## src/rtl/stim_traffic_gen_pkg.sv

```systemverilog
// Shared types and constants for the stimulus traffic generator.
// The LFSR tap masks are only consumed when STIM_GEN_LFSR_EN is defined.
package stim_gen_pkg;

    typedef enum logic [2:0] {
        ST_IDLE,
        ST_ARM,
        ST_BURST,
        ST_SHIFT,
        ST_DONE
    } state_e;

    localparam logic [1:0] MODE_INC  = 2'b00;
    localparam logic [1:0] MODE_LFSR = 2'b01;
    localparam logic [1:0] MODE_WALK = 2'b10;

    // Galois right-shift tap masks: bit (n-1) set for each x^n term.
    function automatic logic [31:0] lfsr_taps(input int width);
        case (width)
            8:       return 32'h0000_00B8;  // x^8+x^6+x^5+x^4+1
            16:      return 32'h0000_B400;  // x^16+x^14+x^13+x^11+1
            32:      return 32'h8020_0003;  // x^32+x^22+x^2+x^1+1
            default: return 32'h0000_0000;
        endcase
    endfunction

endpackage

```

## src/rtl/stim_traffic_gen_if.sv

```systemverilog
// Valid/ready pattern stream between the generator (master) and its sink.
interface stim_traffic_gen_if #(
    parameter int DATA_W = 16
) ();
    logic              out_valid;
    logic [DATA_W-1:0] out_data;
    logic              out_ready;

    modport master (output out_valid, output out_data, input out_ready);
    modport slave  (input out_valid, input out_data, output out_ready);
endinterface

```

## src/rtl/stim_traffic_gen_clk_div.sv

```systemverilog
// Free-running divide-by-2 chain: stage k toggles when all lower stages are high.
module stim_clk_div #(
    parameter int DIV_STAGES = 3
) (
    input  logic                  sys_clk,
    input  logic                  rst_n,
    output logic [DIV_STAGES-1:0] div_clk
);
    logic [DIV_STAGES-1:0] div_q;
    logic [DIV_STAGES-1:0] div_d;

    // Ripple the toggle enable up the chain.
    always_comb begin
        logic carry;
        carry = 1'b1;
        div_d = div_q;
        for (int k = 0; k < DIV_STAGES; k++) begin
            div_d[k] = div_q[k] ^ carry;
            carry    = carry & div_q[k];
        end
    end

    // Stage register with synchronous reset.
    always_ff @(posedge sys_clk) begin
        if (!rst_n) div_q <= '0;
        else        div_q <= div_d;
    end

    assign div_clk = div_q;
endmodule

```

## src/rtl/stim_traffic_gen.sv

```systemverilog
// Phased pattern generator: arm wait, data burst on valid/ready, flag/status shift.
// Optional macro STIM_GEN_LFSR_EN builds the Galois LFSR pattern for mode 01;
// without it mode 01 behaves as increment.
//
// state    | meaning
// ---------+----------------------------------------------------------
// ST_IDLE  | waiting for start; mode latched on start
// ST_ARM   | down-counting IDLE_CYC cycles before the burst
// ST_BURST | out_valid high; pattern advances on each handshake
// ST_SHIFT | 2**FLAG_W cycles of flag count and status parity shift
// ST_DONE  | one-cycle done pulse, then back to idle
module stim_traffic_gen
    import stim_gen_pkg::*;
#(
    parameter int DATA_W     = 16,
    parameter int IDLE_CYC   = 256,
    parameter int BURST_LEN  = 65536,
    parameter int FLAG_W     = 4,
    parameter int STATUS_W   = 8,
    parameter int DIV_STAGES = 3
) (
    input  logic                  sys_clk,
    input  logic                  rst_n,
    input  logic                  start,
    input  logic                  abort,
    input  logic                  loop_en,
    input  logic [1:0]            mode,
    stim_traffic_gen_if.master    out_if,
    output logic                  busy,
    output logic                  done,
    output logic [FLAG_W-1:0]     flags,
    output logic [STATUS_W-1:0]   status,
    output logic [DIV_STAGES-1:0] div_clk,
    output logic [31:0]           beat_cnt
);
    localparam int ARM_W  = $clog2(IDLE_CYC + 1);
    localparam int BCNT_W = $clog2(BURST_LEN + 1);
    localparam logic [ARM_W-1:0]  ARM_LOAD   = ARM_W'(IDLE_CYC - 1);
    localparam logic [BCNT_W-1:0] BURST_LAST = BCNT_W'(BURST_LEN - 1);
`ifdef STIM_GEN_LFSR_EN
    localparam logic [DATA_W-1:0] LFSR_MASK = DATA_W'(lfsr_taps(DATA_W));
`endif

    state_e              state_q, state_d;
    logic [1:0]          mode_q, mode_d;
    logic [ARM_W-1:0]    arm_q, arm_d;
    logic [BCNT_W-1:0]   bcnt_q, bcnt_d;
    logic [DATA_W-1:0]   data_q, data_d;
    logic [FLAG_W-1:0]   flags_q, flags_d;
    logic [STATUS_W-1:0] status_q, status_d;
    logic [31:0]         beat_q, beat_d;
    logic [DATA_W-1:0]   seed, adv;
    logic                hs;

    // Pattern seed and next value for the latched mode.
    always_comb begin
        seed = '0;
        adv  = data_q + DATA_W'(1);
        if (mode_q == MODE_WALK) begin
            seed = DATA_W'(1);
            adv  = {data_q[DATA_W-2:0], data_q[DATA_W-1]};
        end
`ifdef STIM_GEN_LFSR_EN
        else if (mode_q == MODE_LFSR) begin
            seed = DATA_W'(1);
            adv  = (data_q >> 1) ^ (data_q[0] ? LFSR_MASK : '0);
        end
`endif
    end

    // Next-state, counters and pattern update; abort outranks everything but reset.
    always_comb begin
        state_d  = state_q;
        mode_d   = mode_q;
        arm_d    = arm_q;
        bcnt_d   = bcnt_q;
        data_d   = data_q;
        flags_d  = flags_q;
        status_d = status_q;
        beat_d   = beat_q;
        hs       = (state_q == ST_BURST) && out_if.out_ready;
        if (abort && state_q != ST_IDLE) begin
            state_d = ST_IDLE;
            data_d  = '0;
            flags_d = '0;
        end else begin
            case (state_q)
                ST_IDLE: if (start) begin
                    state_d = ST_ARM;
                    mode_d  = mode;
                    arm_d   = ARM_LOAD;
                end
                ST_ARM: begin
                    if (arm_q == '0) begin
                        state_d = ST_BURST;
                        data_d  = seed;
                        bcnt_d  = '0;
                    end else begin
                        arm_d = arm_q - ARM_W'(1);
                    end
                end
                ST_BURST: if (hs) begin
                    data_d = adv;
                    beat_d = beat_q + 32'd1;
                    bcnt_d = bcnt_q + BCNT_W'(1);
                    if (bcnt_q == BURST_LAST) state_d = ST_SHIFT;
                end
                ST_SHIFT: begin
                    flags_d  = flags_q + FLAG_W'(1);
                    status_d = {status_q[STATUS_W-2:0], ^data_q};
                    if (&flags_q) begin
                        if (loop_en) begin
                            state_d = ST_ARM;
                            arm_d   = ARM_LOAD;
                        end else begin
                            state_d = ST_DONE;
                        end
                    end
                end
                ST_DONE: state_d = ST_IDLE;
                default: state_d = ST_IDLE;
            endcase
        end
    end

    // State and datapath registers with synchronous active-low reset.
    always_ff @(posedge sys_clk) begin
        if (!rst_n) begin
            state_q  <= ST_IDLE;
            mode_q   <= '0;
            arm_q    <= '0;
            bcnt_q   <= '0;
            data_q   <= '0;
            flags_q  <= '0;
            status_q <= '0;
            beat_q   <= '0;
        end else begin
            state_q  <= state_d;
            mode_q   <= mode_d;
            arm_q    <= arm_d;
            bcnt_q   <= bcnt_d;
            data_q   <= data_d;
            flags_q  <= flags_d;
            status_q <= status_d;
            beat_q   <= beat_d;
        end
    end

    assign out_if.out_valid = (state_q == ST_BURST);
    assign out_if.out_data  = data_q;
    assign busy             = (state_q != ST_IDLE);
    assign done             = (state_q == ST_DONE);
    assign flags            = flags_q;
    assign status           = status_q;
    assign beat_cnt         = beat_q;

    stim_clk_div #(.DIV_STAGES(DIV_STAGES)) u_clk_div (
        .sys_clk (sys_clk),
        .rst_n   (rst_n),
        .div_clk (div_clk)
    );
endmodule
```

## src/flat_wrapper.sv

```systemverilog
// flat-port wrapper written by rule: the top's interface ports become plain ports
module stim_traffic_gen_flat import stim_gen_pkg::*;
#(
    parameter int DATA_W     = 16,
    parameter int IDLE_CYC   = 256,
    parameter int BURST_LEN  = 65536,
    parameter int FLAG_W     = 4,
    parameter int STATUS_W   = 8,
    parameter int DIV_STAGES = 3
)
  (sys_clk, rst_n, start, abort, loop_en, mode, busy, done, flags, status, div_clk, beat_cnt, out_if_out_valid, out_if_out_data, out_if_out_ready);
  stim_traffic_gen_if #(.DATA_W(DATA_W)) out_if_i ();
  input  logic sys_clk;
  input  logic rst_n;
  input  logic start;
  input  logic abort;
  input  logic loop_en;
  input  logic [1:0] mode;
  output logic busy;
  output logic done;
  output logic [FLAG_W-1:0] flags;
  output logic [STATUS_W-1:0] status;
  output logic [DIV_STAGES-1:0] div_clk;
  output logic [31:0] beat_cnt;
  output wire logic [$bits(out_if_i.out_valid)-1:0] out_if_out_valid;
  output wire logic [$bits(out_if_i.out_data)-1:0] out_if_out_data;
  input wire logic [$bits(out_if_i.out_ready)-1:0] out_if_out_ready;
  assign out_if_out_valid = out_if_i.out_valid;
  assign out_if_out_data = out_if_i.out_data;
  assign out_if_i.out_ready = out_if_out_ready;
  stim_traffic_gen #(.DATA_W(DATA_W), .IDLE_CYC(IDLE_CYC), .BURST_LEN(BURST_LEN), .FLAG_W(FLAG_W), .STATUS_W(STATUS_W), .DIV_STAGES(DIV_STAGES)) u_core (.sys_clk(sys_clk), .rst_n(rst_n), .start(start), .abort(abort), .loop_en(loop_en), .mode(mode), .out_if(out_if_i), .busy(busy), .done(done), .flags(flags), .status(status), .div_clk(div_clk), .beat_cnt(beat_cnt));
endmodule
```

## config.mk

```make
export PLATFORM = sky130hd
export DESIGN_NAME = stim_traffic_gen_flat
export DESIGN_NICKNAME = d
export VERILOG_FILES = /design/src/rtl/stim_traffic_gen_pkg.sv /design/src/rtl/stim_traffic_gen_if.sv /design/src/rtl/stim_traffic_gen_clk_div.sv /design/src/rtl/stim_traffic_gen.sv /design/src/flat_wrapper.sv
export SDC_FILE = /design/constraint.sdc
export NUM_CORES = 1
export LEC_CHECK = 0
export CAP_MARGIN = 10
export CORE_MARGIN = 5
export CORE_UTILIZATION = 50
export CTS_CLUSTER_DIAMETER = 50
export DETAILED_ROUTE_END_ITERATION = 8
export GPL_ROUTABILITY_DRIVEN = 0
export PLACE_DENSITY_LB_ADDON = 0.1
export SETUP_SLACK_MARGIN = 0.1
export SLEW_MARGIN = 10
export SYNTH_ARGS = -nofsm -noshare
export SYNTH_HDL_FRONTEND = slang
export SYNTH_SLANG_ARGS = --single-unit
```

## constraint.sdc

```tcl
create_clock -name sys_clk -period 2.8 [get_ports sys_clk]
set_input_delay 0.56 -clock sys_clk [delete_from_list [all_inputs] [get_ports sys_clk]]
set_output_delay 0.56 -clock sys_clk [all_outputs]
set_load 0.05 [all_outputs]
```

# Yosys cells after proc, flatten, opt, wreduce, memory -nomap -nowiden
# Cells that the tools add are included.
# W data, S select, Z words.
# word_totals
ff_bits	94
inputBits	8
out_inout_bits	66
wordCells	70
# classes
n_addsub	5
eq_ne	13
mux	20
n_bitwise	6
reduce_logical	17
# op_table
op	count
$mux W16	3
$mux W9	4
$mux W17	2
$pmux W17 S2	1
$add A32 B1 Y32 const B	1
$pmux W16 S2	1
$pmux W9 S3	1
$mux W3	6
$add A17 B1 Y17 const B	1
$eq A17 B16 Y1 const B	1
$add A16 B1 Y16 const B	1
$reduce_xor A16 Y1	1
$pmux W3 S4	1
$logic_not A9 Y1	1
$reduce_and A3 Y1	3
$sub A9 B1 Y9 const B	1
$ne A2 B1 Y1 const B	4
$reduce_and A4 Y1	2
$eq A3 B2 Y1 const B	2
$ne A2 B2 Y1 const B	3
$reduce_and A6 Y1	1
$reduce_bool A3 Y1	2
$reduce_and A5 Y1	1
$add A4 B1 Y4 const B	1
other kinds (12)	16

# Longest topological paths before layout
# Gate-level depths: netlist of run 1.
# logic_depth
ltp_word	4
ltp_mapped	11
depth_no_buf	11

# Modules after synthesis
# Synthesis of run 1 repeated with hierarchy kept, for this count alone.
# hier_totals
cells_unflattened	596
hier_area_um2	4788.3
# modules_own_cells
module	n_inst	cells_each	area_each_um2	seq_area_each_um2
stim_traffic_gen	1	588	4688.2	1821.7
stim_clk_div	1	8	100.1	60.1

# Least setup slack after synthesis of run 1
# OpenSTA, ideal clock, no wires.
# synth_path
path_kind	reg-to-reg
start	register u_core.flags_q[0] (netlist: u_core.flags[0])
end	register u_core.arm_q[4]
setup_time_ns	0.119
arrival_ns	2.343
required_ns	2.681
slack_ns	0.338
stages_incl_launch_ff	7
path_buffers	0
period_less_slack_ns	2.462
path_cell_list	dfxtp_1 -> ha_1 -> nand3_1 -> a2111oi_2 -> a21boi_2 -> nand2_1 -> o221a_2
# synth_via
elab_chain_len	3
# synth_lines
item	line	text
start, declared	stim_traffic_gen.sv:49	logic [FLAG_W-1:0] flags_q, flags_d;
start signal, assigned	stim_traffic_gen.sv:143	flags_q <= flags_d;
$reduce_and A4 Y1	stim_traffic_gen.sv:111	if (&flags_q) begin
$ne A2 B1 Y1 (no source line)	-	
$reduce_and A6 Y1 (no source line)	-	
end signal, assigned	stim_traffic_gen.sv:140	arm_q <= arm_d;
end, declared	stim_traffic_gen.sv:46	logic [ARM_W-1:0] arm_q, arm_d;
# No other way between the ends.
# A chain may end at the register's enable or synchronous reset.

# Worst setup path in the final report of run 1
# layout_path
start	register u_core.state_q[0]
end	output port out_if_out_valid
# layout_via
elab_chain_len	1
# layout_lines
item	line	text
start, declared	stim_traffic_gen.sv:44	state_e state_q, state_d;
start signal, assigned	stim_traffic_gen.sv:138	state_q <= state_d;
$eq A3 B2 Y1	stim_traffic_gen.sv:149	assign out_if.out_valid = (state_q == ST_BURST);
end, declared	flat_wrapper.sv:25	output wire logic [$bits(out_if_i.out_valid)-1:0] out_if_out_valid;
# No other way between the ends.

==> results of run 1 <==
[critical path, stage by stage, from the launching register on]
cell,delay [ns]
dfxtp_1,0.45
or3b_2,0.66
inv_1,0.15
buf_4,0.17
buf_12,0.14
[per-layer routing]
layer  global-route usage (%)  up-vias
li1                         -     2275
met3                    4.000       12
met4                    6.402        0
met5                        0        -
met1                    28.58     2206
met2                    37.88      107
[cell type report]
cell class	instances	area share [%]
multi-input cells	449	46.17
inverters	10	0.6299
clock inverters	7	1.491
clock buffers	9	2.079
repair buffers	96	15.35
well taps	129	2.708
flip-flops and latches	94	31.58
[cell usage after synthesis, types with 9 or more instances]
| master | count | area, um^2 |
|---|---|---|
| dfxtp_1 | 94 | 1882 |
| nand2_1 | 74 | 277.8 |
| nor2_1 | 56 | 210.2 |
| a21oi_1 | 38 | 190.2 |
| nand3_1 | 34 | 170.2 |
| nand4_1 | 27 | 168.9 |
| xor2_1 | 26 | 227.7 |
| clkbuf_1 | 25 | 93.84 |
| o21ai_0 | 18 | 90.09 |
| ha_1 | 13 | 162.7 |
| nor3_1 | 13 | 65.06 |
| xnor2_1 | 13 | 113.9 |
| a31oi_1 | 12 | 75.07 |
| and2_1 | 12 | 75.07 |
| and3_1 | 12 | 75.07 |
| a211oi_1 | 9 | 67.56 |
| and4_1 | 9 | 78.83 |
| inv_1 | 9 | 33.78 |
[state kept, by name (all words and copies together), names as in the netlist]
name,cells
u_core.arm_q,9
u_core.bcnt_q,17
u_core.beat_cnt,32
u_core.flags,4
u_core.mode_q,2
u_core.out_if.out_data,16
u_core.state_q,3
u_core.status,8
u_core.u_clk_div.div_clk,3
[metrics by stage]
stage	hold WS [ns]	instances	setup slack [ns]	util, %	power [mW]
final	0.4461	794	0.3114	64.19	2.945
after global routing	0.4626	794	0.1264	64.19	3.084
after CTS	0.4500	794	0.1029	64.16	2.964
after detailed placement	0.4274	778	0.1777	61.89	2.007
after global placement	0.4154	778	0.2344	61.89	1.989
after floorplan	0.4319	585	0.3380	-	1.831
[power groups by stage]
stage	Clock [mW]	Sequential (mW)	Combinational, mW
after CTS	0.988	1.45	0.530
after floorplan	0	1.47	0.361
after detailed placement	0	1.48	0.530
after global placement	0	1.47	0.517
final	0.964	1.45	0.533
after global routing	1.03	1.46	0.594
[logic make-up after synthesis]
| group | Yosys count |
|---|---|
| AOI/OAI and AO/OA | 128 |
| xor gates and xnor gates | 40 |
| adders and majority gates | 13 |
| buffers and inverters | 42 |
| DFF | 94 |
| and+or+nand+nor | 268 |
[what timing repair did]
action	4_1_cts	5_1_grt
resized for setup	1	1
pin swaps	0	0
hold buffers	0	0
endpoints found under the setup margin	1	1
[worst max path at each step]
stage / from / endpoint / slack (ns) / cells past startpoint
2_1_floorplan: u_core.flags[0] / u_core.arm_q[4] / 0.34 / 6
3_3_place_gp: abort / u_core.beat_cnt[24] / 0.23 / 7
3_5_place_dp: abort / u_core.beat_cnt[24] / 0.18 / 7
4_1_cts: u_core.state_q[2] / done / 0.10 / 2
5_1_grt: u_core.arm_q[0] / u_core.out_if.out_data[7] / 0.13 / 8
6_report: u_core.state_q[0] / out_if_out_valid / 0.31 / 4
[placed cells by master, fill, tap and decap left out, drive strengths merged, types with 3 or more instances in the layout]
cell           instances
o221a                  3
a311oi                 3
and2                  12
o21a                   4
xnor2                 13
nand3b                 3
dfxtp                 94
a22o                   4
a31oi                 12
o31ai                  6
o21ai                 19
a221oi                 3
nand3                 34
nor2b                  4
and3                  12
buf                   24
nor2                  56
or3                    4
nand2                 74
and4                   9
nor3                  13
clkdlybuf4s50         70
xor2                  26
nand4                 27
a32o                   5
nand2b                 5
a211oi                 9
o211ai                 4
ha                    13
a21oi                 38
nor4                   5
clkbuf                 9
a21boi                 3
inv                   13
==> results.tsv, run 1 <==
stage	metric	value	unit
drt	vias	4600	
floorplanning	core_area	9284	um^2
drt	routed-wl-met2	6.094	mm
sta	drv_slew	0	
worst_setup_path	start_kind	flop	
clock_tree	clock_latency	0.36	ns
worst_setup_path	cp.arrival	1.93	ns
pwr	power_frac_comb	18.1	%
worst_setup_path	r2r_slack	0.31	ns
floorplanning	io_pins	74	
pwr	vdd_drop_max	318.6	uV
synthesis	synth_compound_area_share	18.08	%
pwr	leakage	2.138	nW
grt	antenna_found_initial	0	
synthesis	yosys.area_share.simple	28.30	%
synthesis	syn-mean-instance-area	8.200	um^2
synthesis	synth-seq-cells	94	
synthesis	syn_area	4797	um^2
pwr	clkPwrFrac	32.7	%
sta	skew	0.01489	ns
cells_and_area	area_delta_synth_final	24.23	%
synthesis	synth_edf_count	0	
sta	finalHoldViolations	0	
grt	first_global_vias	4518	
sta	finalSetupTns	0	ns
drt	drc	0	
floorplanning	initial_core_util	51.67	%
pwr	intPower	2.025	mW
clock_tree	root_buffer	clkbuf_8	
floorplanning	rows	35	
sta	finalCriticalPeriod	2.489	ns
synthesis	ys.flop_type	dfxtp_1	
placement	post-dp-hpwl	8.836	mm
hold_path	holdCritPathClass	reg -> reg	
synthesis	muxShareOfSynthArea	0	%
sta	fin_crit_sh	88.88	%
status	status	completed	
cells_and_area	n_antenna_cell	0	
hold_path	min_delay_path_depth	1	
synthesis	synth_adder_area_share	3.391	%
cells_and_area	drive_above_1_share	7.820	%
drt	via_per_inst	5.793	
sta	finalSetupViolations	0	
pwr	seq_power_share	49.2	%
hold_path	hold_path_startpoint	u_core.u_clk_div.div_clk[0]	
sta	fmax	401.8	MHz
drt	avgRoutedWirePerCell	15.79	um
worst_setup_path	rr_endpoint	u_core.out_if.out_data[6]	
drt	wirelength	12.54	mm
floorplanning	fp.dieArea	11650	um^2
worst_setup_path	cp.required	2.24	ns
run	timing.max_cap.violations	0	
synthesis	synth_top_family_by_area	simple AND/OR/NAND/NOR gates	
worst_setup_path	critPathMaxFanout	14	
worst_setup_path	rr_worst_depth	8	
drt	highest_layer	met4	
pwr	switchingPower	0.9199	mW
synthesis	syn_nets	606	
floorplanning	chipHeight	108.0	um
cells_and_area	fillers	857	
grt	grt_overflow_total	0	
sta	worst_pin_slew	0.7161	ns
drt	first_iter_violations	252	
clock_tree	htree_levels	3	
worst_setup_path	endpoint_kind	output port	
grt	grt_use_total	22.15	%
floorplanning	dieWidth	108.0	um
synthesis	yosysWarnings	0	
grt	grt_pass1_wl	21.50	mm
placement	dpl_cell_area	5746	um^2
cells_and_area	stdcell_area	5959	um^2
hold_path	hold_end	u_core.u_clk_div.div_clk[0]	
clock_tree	clk_transition_reported_paths	0.10	ns
drt	wl_met1	5.694	mm
worst_setup_path	r2r_start	u_core.arm_q[0]	
drt	drtAntennaViolNets	0	
drt	met3_length	629	um
clock_tree	postCtsSetupBuffers	0	
synthesis	synthCells	585	
synthesis	yosysSeqAreaShare	39.23	%
clock_tree	clockBufferDepth	2	
worst_setup_path	worstSetupPathType	reg -> out	
synthesis	synth.distinct_cells	60	
pwr	power-per-cell-area	494.2	nW/um^2
clock_tree	cts_tree	yes	
pwr	switching_share	31.24	%
grt	grt_max_degree	31	
cells_and_area	layout.nets	681	
sta	maxSlewHeadroom	52.16	%
clock_tree	cts_buffers	9	
sta	rsz0062_at_grt	no	
drt	dr.pass1.iters	5	
cells_and_area	regArea	1882	um^2
synthesis	synth_xor_area_share	7.590	%
synthesis	async_flop_share	0	%
clock_tree	cts_sinks	94	
placement	port_buffers	73	
cells_and_area	multi_input_area	2751	um^2
(Power assumes the default switching activity.)
==> run 2: changes to the inputs <==
- REMOVE_ABC_BUFFERS: unset -> 1
==> results.tsv, run 2 (synthesis gave the netlist of run 1 again) <==
stage	metric	value	unit
cells_and_area	layout_common_cells	dfxtp_1, nand2_1, clkdlybuf4s50_1	
pwr	vdd_drop_max	281.4	uV
floorplanning	initial_core_util	51.67	%
clock_tree	root_buffer	clkbuf_8	
cells_and_area	n_antenna_cell	0	
worst_setup_path	max_stage_delay	0.50	ns
sta	drv_slew	0	
worst_setup_path	endpoint_kind	flop	
drt	vias	4612	
clock_tree	clk_transition_reported_paths	0.10	ns
cells_and_area	area_delta_synth_final	24.75	%
worst_setup_path	start_kind	flop	
clock_tree	htree_levels	3	
placement	port_buffers	73	
cells_and_area	final_util	64.46	%
worst_setup_path	r2r_slack	0.23	ns
sta	fin_crit_sh	91.93	%
placement	post-dp-hpwl	8.529	mm
worst_setup_path	cp.arrival	2.86	ns
floorplanning	chipHeight	108.0	um
pwr	power-per-cell-area	486.5	nW/um^2
sta	finalHoldViolations	0	
run	timing.max_cap.violations	0	
worst_setup_path	critPathMaxFanout	5	
clock_tree	hold_buffers	0	
grt	grt_max_degree	45	
pwr	leakage	2.140	nW
sta	worst_pin_slew	0.7341	ns
drt	drtAntennaViolNets	0	
floorplanning	core_area	9284	um^2
worst_setup_path	worstSetupPathType	reg -> reg	
clock_tree	cts_sinks	94	
grt	grt_use_total	20.78	%
floorplanning	io_pins	74	
worst_setup_path	path_cells	inv_1, ha_4, or4b_4, nor4b_4, buf_4, o21ai_2, or4_1, o22ai_1	
grt	first_global_vias	4324	
grt	antenna_found_initial	0	
sta	finalSetupTns	0	ns
cells_and_area	final_common_cell	dfxtp_1	
worst_setup_path	slowest_stage	or4b_4	
drt	avgRoutedWirePerCell	15.25	um
grt	grt_pass1_wl	20.08	mm
sta	rsz0062_at_grt	no	
grt	grt_overflow_total	0	
clock_tree	clockBufferDepth	2	
floorplanning	fp.dieArea	11650	um^2
drt	first_iter_violations	228	
drt	drc	0	
clock_tree	cts_tree	yes	
sta	fmax	388.5	MHz
clock_tree	cts_buffers	9	
status	status	completed	
drt	wirelength	12.09	mm
floorplanning	rows	35	
worst_setup_path	cp.required	3.09	ns
drt	dr.pass1.iters	5	
cells_and_area	layout.nets	680	
cells_and_area	drive_above_1_share	8.133	%
sta	maxSlewHeadroom	50.96	%
clock_tree	clock_latency	0.37	ns
floorplanning	dieWidth	108.0	um
drt	via_per_inst	5.816	
sta	skew	0.01216	ns
cells_and_area	largest_reg_flops	32	
sta	finalSetupViolations	0	
sta	finalCriticalPeriod	2.574	ns
hold_path	holdCritPathClass	reg -> reg	
## run 2: path summary, 6_finish.rpt
kind | from | to | cells after the start
setup / recovery | u_core.arm_q[0] | u_core.bcnt_q[8] | 8
hold / removal | u_core.u_clk_div.div_clk[0] | u_core.u_clk_div.div_clk[0] | 1
setup reg to reg | u_core.arm_q[0] | u_core.bcnt_q[8] | 8
hold reg to reg | u_core.u_clk_div.div_clk[0] | u_core.u_clk_div.div_clk[0] | 1
## run 2: layer usage
metal	share of wire, %	global-route usage, %	wire length (um)	vias to the layer above
met1	46	26.62	5524	2200
met3	5.6	4.358	678	9
met5	0	0	0	-
li1	-	-	-	2284
met2	48	35.21	5805	119
met4	0.67	6.222	81	0
## run 2: final cells by class
| type | count | area (um^2) |
|---|---|---|
| Clock buffer | 10 | 127.6 |
| Fill cell | 814 | 3299 |
| Sequential cell | 94 | 1882 |
| Multi-Input combinational cell | 449 | 2773 |
| Timing Repair Buffer | 95 | 933.4 |
| Inverter | 10 | 37.54 |
| Clock inverter | 6 | 70.07 |
| Tap cell | 129 | 161.4 |
## run 2: worst max-delay path, delay by kind of cell (launching register included)
kind / cells / cell delay [ns]
and+or+nand+nor: 3 / 1.40
DFF: 1 / 0.36
buffers and inverters: 2 / 0.32
AOI/OAI and AO/OA: 2 / 0.26
adders and majority gates: 1 / 0.17
## run 2: report_power, final
| part | switching [mW] | internal, mW | total (mW) |
|---|---|---|---|
| clock | 0.496 | 0.422 | 0.918 |
| combinational | 0.319 | 0.228 | 0.547 |
| sequential | 0.0649 | 1.38 | 1.45 |
## run 2: what timing repair did
action | 4_1_cts | 5_1_grt
resized for setup | 2 | 5
pin swaps | 0 | 1
setup endpoints to repair | 2 | 10
setup buffers | 0 | 2
## run 2: per-stage QoR
stage / hold slack [ns] / setup slack, ns / power, mW / instances / area (um^2)
after floorplan: 0.4319 / 0.1627 / 1.811 / 553 / 4671
after global placement: 0.4124 / 0.1935 / 1.973 / 775 / 5736
after detailed placement: 0.4304 / 0.1492 / 1.992 / 775 / 5736
after CTS: 0.4533 / 0.1089 / 2.904 / 791 / 5938
after global routing: 0.4775 / 0.1001 / 3.047 / 793 / 5984
final: 0.4491 / 0.2259 / 2.912 / 793 / 5984
==> run 3: changes to the inputs <==
- CTS_CLUSTER_DIAMETER: 50 -> unset
==> results of run 3 <==
Same layout as run 2: the final DEF is identical, and so are final timing and power.
